==> src/rtl/scale_scheduler.sv <==
// Scaler copy scheduler: waits for a stable mode, launches one framebuffer copy per
// vertical blank, tracks completion/timeout and publishes the centred image geometry.
module scale_scheduler #(
    parameter int IMG_W       = 160,
    parameter int IMG_H       = 120,
    parameter int SCR_W       = 640,
    parameter int SCR_H       = 480,
    parameter int STABLE_CYC  = 16,
    parameter int TIMEOUT_CYC = 1048576
) (
    input  logic       clk,
    input  logic       reset,
    input  logic [3:0] mode,
    input  logic       frame_start,
    input  logic       copy_done,
    output logic       copy_start,
    output logic [3:0] copy_mode,
    output logic [9:0] img_w,
    output logic [9:0] img_h,
    output logic [9:0] x_off,
    output logic [9:0] y_off,
    output logic       disp_enable,
    output logic       busy,
    output logic       err_timeout
);
    localparam int SW = (STABLE_CYC > 1) ? $clog2(STABLE_CYC) : 1;
    localparam int TW = (TIMEOUT_CYC > 1) ? $clog2(TIMEOUT_CYC) : 1;
    localparam logic [SW-1:0] STABLE_LAST  = SW'(STABLE_CYC - 1);
    localparam logic [TW-1:0] TIMEOUT_LAST = TW'(TIMEOUT_CYC - 1);
    localparam logic [31:0]   RST_X = (32'(SCR_W) - 32'(IMG_W)) >> 1;
    localparam logic [31:0]   RST_Y = (32'(SCR_H) - 32'(IMG_H)) >> 1;

    typedef enum logic [2:0] {IDLE, SETTLE, WAIT_VBL, COPY, SHOW, FAULT} state_t;

    state_t        state_reg, state_next;
    logic [3:0]    mode_prev_reg;
    logic [SW-1:0] stable_cnt_reg, stable_cnt_next;
    logic [TW-1:0] tmo_cnt_reg, tmo_cnt_next;
    logic          pending_reg, pending_next;
    logic          copy_start_reg, launch;
    logic          set_err;
    logic [3:0]    copy_mode_reg;
    logic [9:0]    img_w_reg, img_h_reg, x_off_reg, y_off_reg;
    logic          disp_enable_reg, busy_reg, err_timeout_reg;
    logic [31:0]   geo_w, geo_h, geo_x, geo_y;
    logic          mode_changed, mode_differs;

    assign mode_changed = (mode != mode_prev_reg);
    assign mode_differs = (mode != copy_mode_reg);

    // Geometry is evaluated in 32 bits and only truncated when latched.
    always_comb begin
        if (mode[2]) begin
            geo_w = 32'(IMG_W);
            geo_h = 32'(IMG_H);
        end else if (!mode[0]) begin
            geo_w = mode[3] ? 32'(IMG_W * 4) : 32'(IMG_W * 2);
            geo_h = mode[3] ? 32'(IMG_H * 4) : 32'(IMG_H * 2);
        end else begin
            geo_w = mode[3] ? 32'(IMG_W / 4) : 32'(IMG_W / 2);
            geo_h = mode[3] ? 32'(IMG_H / 4) : 32'(IMG_H / 2);
        end
        geo_x = (32'(SCR_W) - geo_w) >> 1;
        geo_y = (32'(SCR_H) - geo_h) >> 1;
    end

    always_comb begin
        state_next      = state_reg;
        stable_cnt_next = '0;
        tmo_cnt_next    = '0;
        pending_next    = 1'b0;
        launch          = 1'b0;
        set_err         = 1'b0;
        case (state_reg)
            IDLE: state_next = SETTLE;
            SETTLE: begin
                if (mode_changed)
                    stable_cnt_next = '0;
                else if (stable_cnt_reg == STABLE_LAST)
                    state_next = WAIT_VBL;
                else
                    stable_cnt_next = stable_cnt_reg + 1'b1;
            end
            WAIT_VBL: begin
                if (mode_changed) begin
                    state_next = SETTLE;
                end else if (frame_start) begin
                    launch     = 1'b1;
                    state_next = COPY;
                end
            end
            COPY: begin
                // copy_done seen while copy_start is still high belongs to the previous copy
                pending_next = pending_reg | mode_differs;
                if (copy_done && !copy_start_reg) begin
                    state_next   = pending_next ? SETTLE : SHOW;
                    pending_next = 1'b0;
                end else if (tmo_cnt_reg == TIMEOUT_LAST) begin
                    state_next   = FAULT;
                    set_err      = 1'b1;
                    pending_next = 1'b0;
                end else begin
                    tmo_cnt_next = tmo_cnt_reg + 1'b1;
                end
            end
            SHOW, FAULT: if (mode_differs) state_next = SETTLE;
            default: state_next = IDLE;
        endcase
    end

    always_ff @(posedge clk or negedge reset) begin
        if (!reset) begin
            state_reg       <= IDLE;
            mode_prev_reg   <= '0;
            stable_cnt_reg  <= '0;
            tmo_cnt_reg     <= '0;
            pending_reg     <= 1'b0;
            copy_start_reg  <= 1'b0;
            copy_mode_reg   <= '0;
            img_w_reg       <= 10'(IMG_W);
            img_h_reg       <= 10'(IMG_H);
            x_off_reg       <= RST_X[9:0];
            y_off_reg       <= RST_Y[9:0];
            disp_enable_reg <= 1'b0;
            busy_reg        <= 1'b1;
            err_timeout_reg <= 1'b0;
        end else begin
            state_reg       <= state_next;
            mode_prev_reg   <= mode;
            stable_cnt_reg  <= stable_cnt_next;
            tmo_cnt_reg     <= tmo_cnt_next;
            pending_reg     <= pending_next;
            copy_start_reg  <= launch;
            if (launch) begin
                copy_mode_reg <= mode;
                img_w_reg     <= geo_w[9:0];
                img_h_reg     <= geo_h[9:0];
                x_off_reg     <= geo_x[9:0];
                y_off_reg     <= geo_y[9:0];
            end
            disp_enable_reg <= (state_next == SHOW);
            busy_reg        <= !((state_next == SHOW) || (state_next == FAULT));
            err_timeout_reg <= err_timeout_reg | set_err;
        end
    end

    assign copy_start  = copy_start_reg;
    assign copy_mode   = copy_mode_reg;
    assign img_w       = img_w_reg;
    assign img_h       = img_h_reg;
    assign x_off       = x_off_reg;
    assign y_off       = y_off_reg;
    assign disp_enable = disp_enable_reg;
    assign busy        = busy_reg;
    assign err_timeout = err_timeout_reg;
endmodule

==> config.mk <==
export PLATFORM = sky130hd
export DESIGN_NAME = scale_scheduler
export DESIGN_NICKNAME = d
export VERILOG_FILES = /design/src/rtl/scale_scheduler.sv
export SDC_FILE = /design/constraint.sdc
export NUM_CORES = 1
export LEC_CHECK = 0
export BUFFER_PORTS_ARGS = -buffer_cell sky130_fd_sc_hd__buf_2
export CORE_MARGIN = 2
export CORE_UTILIZATION = 40
export CTS_CLUSTER_SIZE = 12
export DETAILED_ROUTE_END_ITERATION = 16
export GPL_ROUTABILITY_DRIVEN = 0
export PLACE_DENSITY = 0.7
export SLEW_MARGIN = 5
export SYNTH_ARGS = -nofsm -noshare
export SYNTH_HDL_FRONTEND = slang
export SYNTH_SLANG_ARGS = --single-unit
==> constraint.sdc <==
create_clock -name clk -period 2.4 [get_ports clk]
set_clock_uncertainty 0.2 [all_clocks]
set_input_delay 0.36 -clock clk [delete_from_list [all_inputs] [get_ports clk]]
set_output_delay 0.36 -clock clk [all_outputs]
set_load 0.005 [all_outputs]
==> results of run 1 <==
==> cell type report <==
type / count / area, µm²
flip-flops and latches: 69 / 1745
clock buffers: 12 / 145.1
fillers: 751 / 3938
well taps: 102 / 127.6
clock inverters: 4 / 95.09
multi-input cells: 211 / 1239
inverters: 6 / 22.52
repair buffers: 62 / 375.4
==> placed cells by master (no fill, tap or decap), types with 2 or more instances in the layout <==
| cell type | count |
|---|---|
| a21oi_1 | 8 |
| and2_1 | 4 |
| and3_1 | 4 |
| and4_1 | 3 |
| buf_12 | 2 |
| buf_2 | 48 |
| buf_4 | 10 |
| bufinv_16 | 3 |
| clkbuf_1 | 2 |
| clkbuf_8 | 10 |
| conb_1 | 7 |
| dfrtp_1 | 54 |
| dfstp_2 | 15 |
| dlygate4sd3_1 | 2 |
| ha_1 | 4 |
| inv_1 | 6 |
| nand2_1 | 46 |
| nand2b_1 | 2 |
| nand3_1 | 9 |
| nand4_1 | 8 |
| nand4b_1 | 2 |
| nor2_1 | 44 |
| nor2b_1 | 4 |
| nor3_4 | 2 |
| nor3b_1 | 2 |
| o21a_1 | 3 |
| o21ai_0 | 2 |
| o21ai_1 | 10 |
| xnor2_1 | 14 |
| xor2_1 | 16 |
==> what timing repair did <==
action | in CTS | in global routing
endpoints found under the hold margin | 24 | 0
setup buffers | 0 | 0
hold buffers | 2 | 0
setup endpoints to repair | 0 | 11
==> where the power goes <==
part	internal (mW)	switching [mW]
clock network	0.718	0.416
registers	1.17	0.00251
logic	0.0332	0.0679
total	1.92	0.487
==> critical path: stages <==
cell and delay [ns]:
dlygate4sd3_1 0.53, buf_2 0.15, xor2_1 0.17, nor4_4 0.28
nand3_2 0.22, or3_1 0.42, o21a_1 0.12
==> stage by stage <==
step	utilization [%]	setup slack, ns	std cells
final	48.78	0.2180	466
after global routing	48.78	0.05258	466
after CTS	48.78	0.08214	466
after detailed placement	45.39	0.2671	448
after global placement	45.39	0.3194	448
after floorplan	-	0.4778	310
==> cell families after synthesis <==
logic type / after synthesis
fa+ha+maj: 4
simple gates: 137
flops: 69
other cells: 1
buf+inv: 30
compound gates: 33
xor+xnor: 30
==> how the worst max path moves through the flow <==
| stage | end | slack (ns) |
|---|---|---|
| floorplan | x_off[8]$_DFFE_PN0P_ | 0.48 |
| global placement | y_off[4]$_DFFE_PN1P_ | 0.32 |
| detailed placement | y_off[6]$_DFFE_PN0P_ | 0.27 |
| CTS | y_off[6]$_DFFE_PN0P_ | 0.08 |
| global route | y_off[6]$_DFFE_PN0P_ | 0.05 |
| finish | x_off[5]$_DFFE_PN1P_ | 0.22 |
==> per-layer routing <==
layer	wire length (µm)	up-vias	GRT usage (%)
met5	0	-	0
met1	2976	1051	21.35
met4	53	0	3.309
li1	-	1098	-
met3	376	9	5.614
met2	2740	54	23.48
==> results by group, run 1 <==
Floorplan
  • Row count: 32
  • # IOs: 56
  • Initial Util: between 40% and 50%
  • Die Ht: ~93 µm
  • DIE AREA: 0.008599 mm²
  • Core Region: 0.007687 mm²
  • Die width: around 93 µm

Placed design
  • Number of port buffers: 48
  • Dpl cell area: 0.003490 mm²
  • Dpl hpwl: about 4.4 mm

Cells and area
  • Area growth, synth to finish: 19.07%
  • # diodes: 0
  • Nets@finish: 371
  • Max FFs per register: 20
  • Finished layout cell area: between 0.003 and 0.004 mm²
  • Layout cells sized above 1: 26.65%

Synth
  • Cell Area, Synth: between 0.003 and 0.004 mm²
  • Post-Synth XOR/XNOR Area: under 10%
  • Sequential element share of the synthesized area: 55.42%
  • Compound-cell area share of the yosys netlist: 6.635%
  • Mapped Cells: 304
  • Most frequent cell after synthesis: dfrtp_1
  • Area leader, netlist: dfrtp_1
  • Yosys cell types: 45
  • EDFF count, synth: 0
  • Synth Area in Simple Gates: 21.93%
  • Largest family of logic cells by synthesized area: simple AND/OR/NAND/NOR gates
  • Mux cell area share after synthesis: 0%
  • Synth top area cells: dfrtp_1 43%, dfstp_2 13%, nand2_1 5.5%
  • Avg Synthesized Cell Area: 10.36 µm²
  • Post-synthesis register bit count: 69
  • YS warnings: 0
  • Most frequent cells after synthesis: 54 x dfrtp_1, 46 x nand2_1, 44 x nor2_1
  • Most used DFF post-synth: dfrtp_1
  • Adder-cell share of the synthesized area: 1.589%
  • Async set or reset register ratio after synthesis: 100.0%
  • Yosys top cell area share: a little over two fifths

Global routing
  • First-pass GRT wire length: 10.46 mm
  • Vias in the first global route: 2171
  • Largest net degree at the start of global routing: 29
  • Initial antenna violation count: 0
  • Total track usage: 15.43%
  • Remaining global-route overflow: 0

STA
  • RSZ-0062 raised after global routing: no
  • Slew HR: 59.40%
  • Fin. max-slew vios: 0
  • Tightest Pin Transition: 0.6090 ns
  • Hold_ws: 0.1457 ns
  • Fmax: between 400 and 500 MHz
  • Final worst path period need: around 2.2 ns
  • Final setup violation count: 0
  • Setup tns final: 0 ns
  • Tcrit/Tclk final: 90.92%
  • Final Hold Viols: 0

Drt
  • Routed Wire Length: 6.146 mm
  • DRC: 0
  • Vias/cell: 4.747
  • WL per Instance: between 10 and 15 µm
  • Post-route ant nets: 0
  • DR pass1 iterations: 4
  • Initial DRC Count: between 100 and 150
  • Vias: 2212

Min path
  • Min-delay src: frame_start
  • Cell count of the worst hold path: 2
  • HP Class: in -> reg
  • Worst Hold Endpoint: copy_start$_DFF_PN0_

Clock tree
  • Clock slew at reported path FFs: 0.07 ns
  • CTS HTree Levels: 3
  • CTS resizes: 0
  • CTS sink cnt: 69
  • TritonCTS Buffers: 9
  • Root Buffer: clkbuf_8
  • Clk_lat worst skew: 0.34 ns
  • Longest Clk Path Bufs: 2
  • CTS tree: built

Worst setup path
  • R2r startpoint: mode_prev_reg[2]$_DFF_PN0_
  • Critical Path AT: 2.26 ns
  • WS Path Type: in -> reg
  • Reg2reg path depth: 5
  • CP required: approximately 2.5 ns
  • Critical path origin: mode[1]
  • CP Launch Type: input pin
  • CP max FO: 6
  • Crit. End Element: flip-flop
  • Reg2Reg Setup Slack: 0.41 ns
  • R2r endpoint: x_off[5]$_DFFE_PN1P_

Power and ir drop
  • VDD IR max: 0.3260 mV
  • Total chip power: approximately 2.4 mW
  • P_leak: 1.809 nW
  • Power density cells: around 640 mW/mm²

Job
  • Maxcap violations: 0

Outcome
  • Outcome: completed
No activity file was read; power rests on OpenSTA's default activity.
==> run 2: changes to the inputs <==
--- a/config.mk
+++ b/config.mk
@@ -7,11 +7,11 @@
 export LEC_CHECK = 0
 export BUFFER_PORTS_ARGS = -buffer_cell sky130_fd_sc_hd__buf_2
 export CORE_MARGIN = 2
-export CORE_UTILIZATION = 40
+export CORE_UTILIZATION = 55
 export CTS_CLUSTER_SIZE = 12
 export DETAILED_ROUTE_END_ITERATION = 16
 export GPL_ROUTABILITY_DRIVEN = 0
-export PLACE_DENSITY = 0.7
+export PLACE_DENSITY = 0.89
 export SLEW_MARGIN = 5
 export SYNTH_ARGS = -nofsm -noshare
 export SYNTH_HDL_FRONTEND = slang
==> results by group, run 2 (same netlist as run 1, synthesis figures left out) <==
Outcome
  • Outcome: completed

Worst setup path
  • CP Launch Type: input pin
  • CP required: 2.48 ns
  • CP max FO: 16
  • WS Path Type: in -> reg
  • Critical Path AT: about 2.4 ns
  • Crit. End Element: flip-flop

Drt
  • Post-route ant nets: 0
  • Vias/cell: 5.223
  • Routed Wire Length: about 6.3 mm
  • Vias: approximately 2300
  • DR pass1 iterations: 5
  • Initial DRC Count: roughly 170
  • WL per Instance: 14.40 µm
  • DRC: 0

STA
  • RSZ-0062 raised after global routing: no
  • Fin. max-slew vios: 0
  • Final setup violation count: 0
  • Setup tns final: 0 ns
  • Tcrit/Tclk final: 95.73%
  • Final Hold Viols: 0
  • Fmax: 435.3 MHz
  • Setup ws final: 0.1026 ns
  • Final worst path period need: 2.297 ns

Floorplan
  • Die width: 79.67 µm
  • Die Ht: 79.67 µm
  • Initial Util: 57.19%
  • Row count: 27
  • # IOs: 56
  • DIE AREA: 0.006347 mm²
  • Core Region: 0.005507 mm²

Placed design
  • Dpl hpwl: 4.155 mm
  • Dpl cell area: about 0.0034 mm²
  • Placed insts: between 400 and 500
  • Number of port buffers: 48
  • Place WS: 0.2804 ns

Cells and area
  • # diodes: 0
  • Area growth, synth to finish: 15.53%
  • Finished layout cell area: about 0.0036 mm²
  • Max FFs per register: 20
  • Final Non-Filler Cells: 435
  • Most common cell after layout, fill and taps aside: dfrtp_1
  • Most frequent cells in the layout: 54 x dfrtp_1, 48 x buf_2, 46 x nand2_1
  • Layout cells sized above 1: 27.00%
  • Nets@finish: 370

Min path
  • HP Class: in -> reg

Power and ir drop
  • VDD IR max: 0.4604 mV
  • Power density cells: 587.3 mW/mm²
  • P_leak: approximately 1.8 nW

Clock tree
  • TritonCTS Buffers: 9
  • Longest Clk Path Bufs: 2
  • CTS HTree Levels: 3
  • Root Buffer: clkbuf_8
  • CTS tree: built
  • Clk_lat worst skew: 0.35 ns
  • Clock slew at reported path FFs: roughly 0.07 ns
  • CTS sink cnt: 69
  • Postcts setup bufs: 0

Global routing
  • First-pass GRT wire length: 10.35 mm
  • Largest net degree at the start of global routing: 70
  • Remaining global-route overflow: 0
  • Vias in the first global route: 2155
  • Initial antenna violation count: 0
  • Total track usage: 21.88%

Job
  • Maxcap violations: 0
-- run 2: cell count changes in the layout (fill, tap and decap cells not counted) --
| cell | change |
|---|---|
| clkbuf_8 | +1 |
| clkbuf_1 | -2 |
| buf_12 | -1 |
| clkinvlp_4 | +4 |
| bufinv_16 | -3 |
-- run 2: critical path, cell delays in order --
cell and delay [ns]:
dlygate4sd3_1 0.53, buf_2 0.15, xor2_1 0.17, nor4_4 0.41
and3_1 0.32, buf_4 0.24, nor2_1 0.06, a21oi_1 0.12
-- run 2: final timing paths --
path                                            start                          to  slack (ns)  cells after the start
max in group asynchronous                       reset        x_off[7]$_DFFE_PN1P_        1.31                      3
hold / removal                                mode[2]  mode_prev_reg[2]$_DFF_PN0_        0.03                      1
hold reg to reg                  x_off[4]$_DFFE_PN1P_        x_off[4]$_DFFE_PN1P_        0.26                      2
min in group asynchronous                       reset      state_reg[0]$_DFF_PN0_        0.36                      3
setup / recovery                              mode[1]        img_w[7]$_DFFE_PN1P_        0.10                      8
setup reg to reg           mode_prev_reg[1]$_DFF_PN0_        img_w[7]$_DFFE_PN1P_        0.39                      6
-- run 2: report_power, final --
group | switching [mW] | leakage [nW] | internal [mW]
clock | 0.441 | 0.0836 | 0.428
combinational | 0.0651 | 0.788 | 0.0322
sequential | 0.00265 | 0.895 | 1.17
-- run 2: layout make-up --
type	count	area (µm²)
fillers	428	1868
inverters	6	22.52
flip-flops and latches	69	1745
well taps	72	90.09
clock buffers	11	151.4
multi-input cells	211	1239
clock inverters	5	35.03
repair buffers	61	355.3
-- run 2: through the flow --
stage | total power [mW] | hold slack [ns] | utilization (%)
after CTS | 2.156 | 0.01236 | 66.08
after global routing | 2.233 | 0.01274 | 66.08
after detailed placement | 1.289 | 0.2081 | 62.33
final | 2.137 | 0.02615 | 66.08
after floorplan | 1.252 | -0.1356 | -
after global placement | 1.287 | 0.2059 | 62.33
-- run 2: layer usage --
layer | track usage (%) | share of wire [%] | vias to the layer above | wire length [µm]
met4 | 10.86 | 2.3 | 0 | 142
li1 | - | - | 1094 | -
met3 | 6.335 | 4.9 | 14 | 306
met1 | 28.58 | 44 | 1098 | 2739
met2 | 33.45 | 49 | 66 | 3074
met5 | 0 | 0 | - | 0
-- run 2: what timing repair did --
| item | in CTS | in global routing |
|---|---|---|
| resized for setup | 0 | 0 |
| hold buffers | 2 | 0 |
| endpoints found under the hold margin | 55 | 0 |
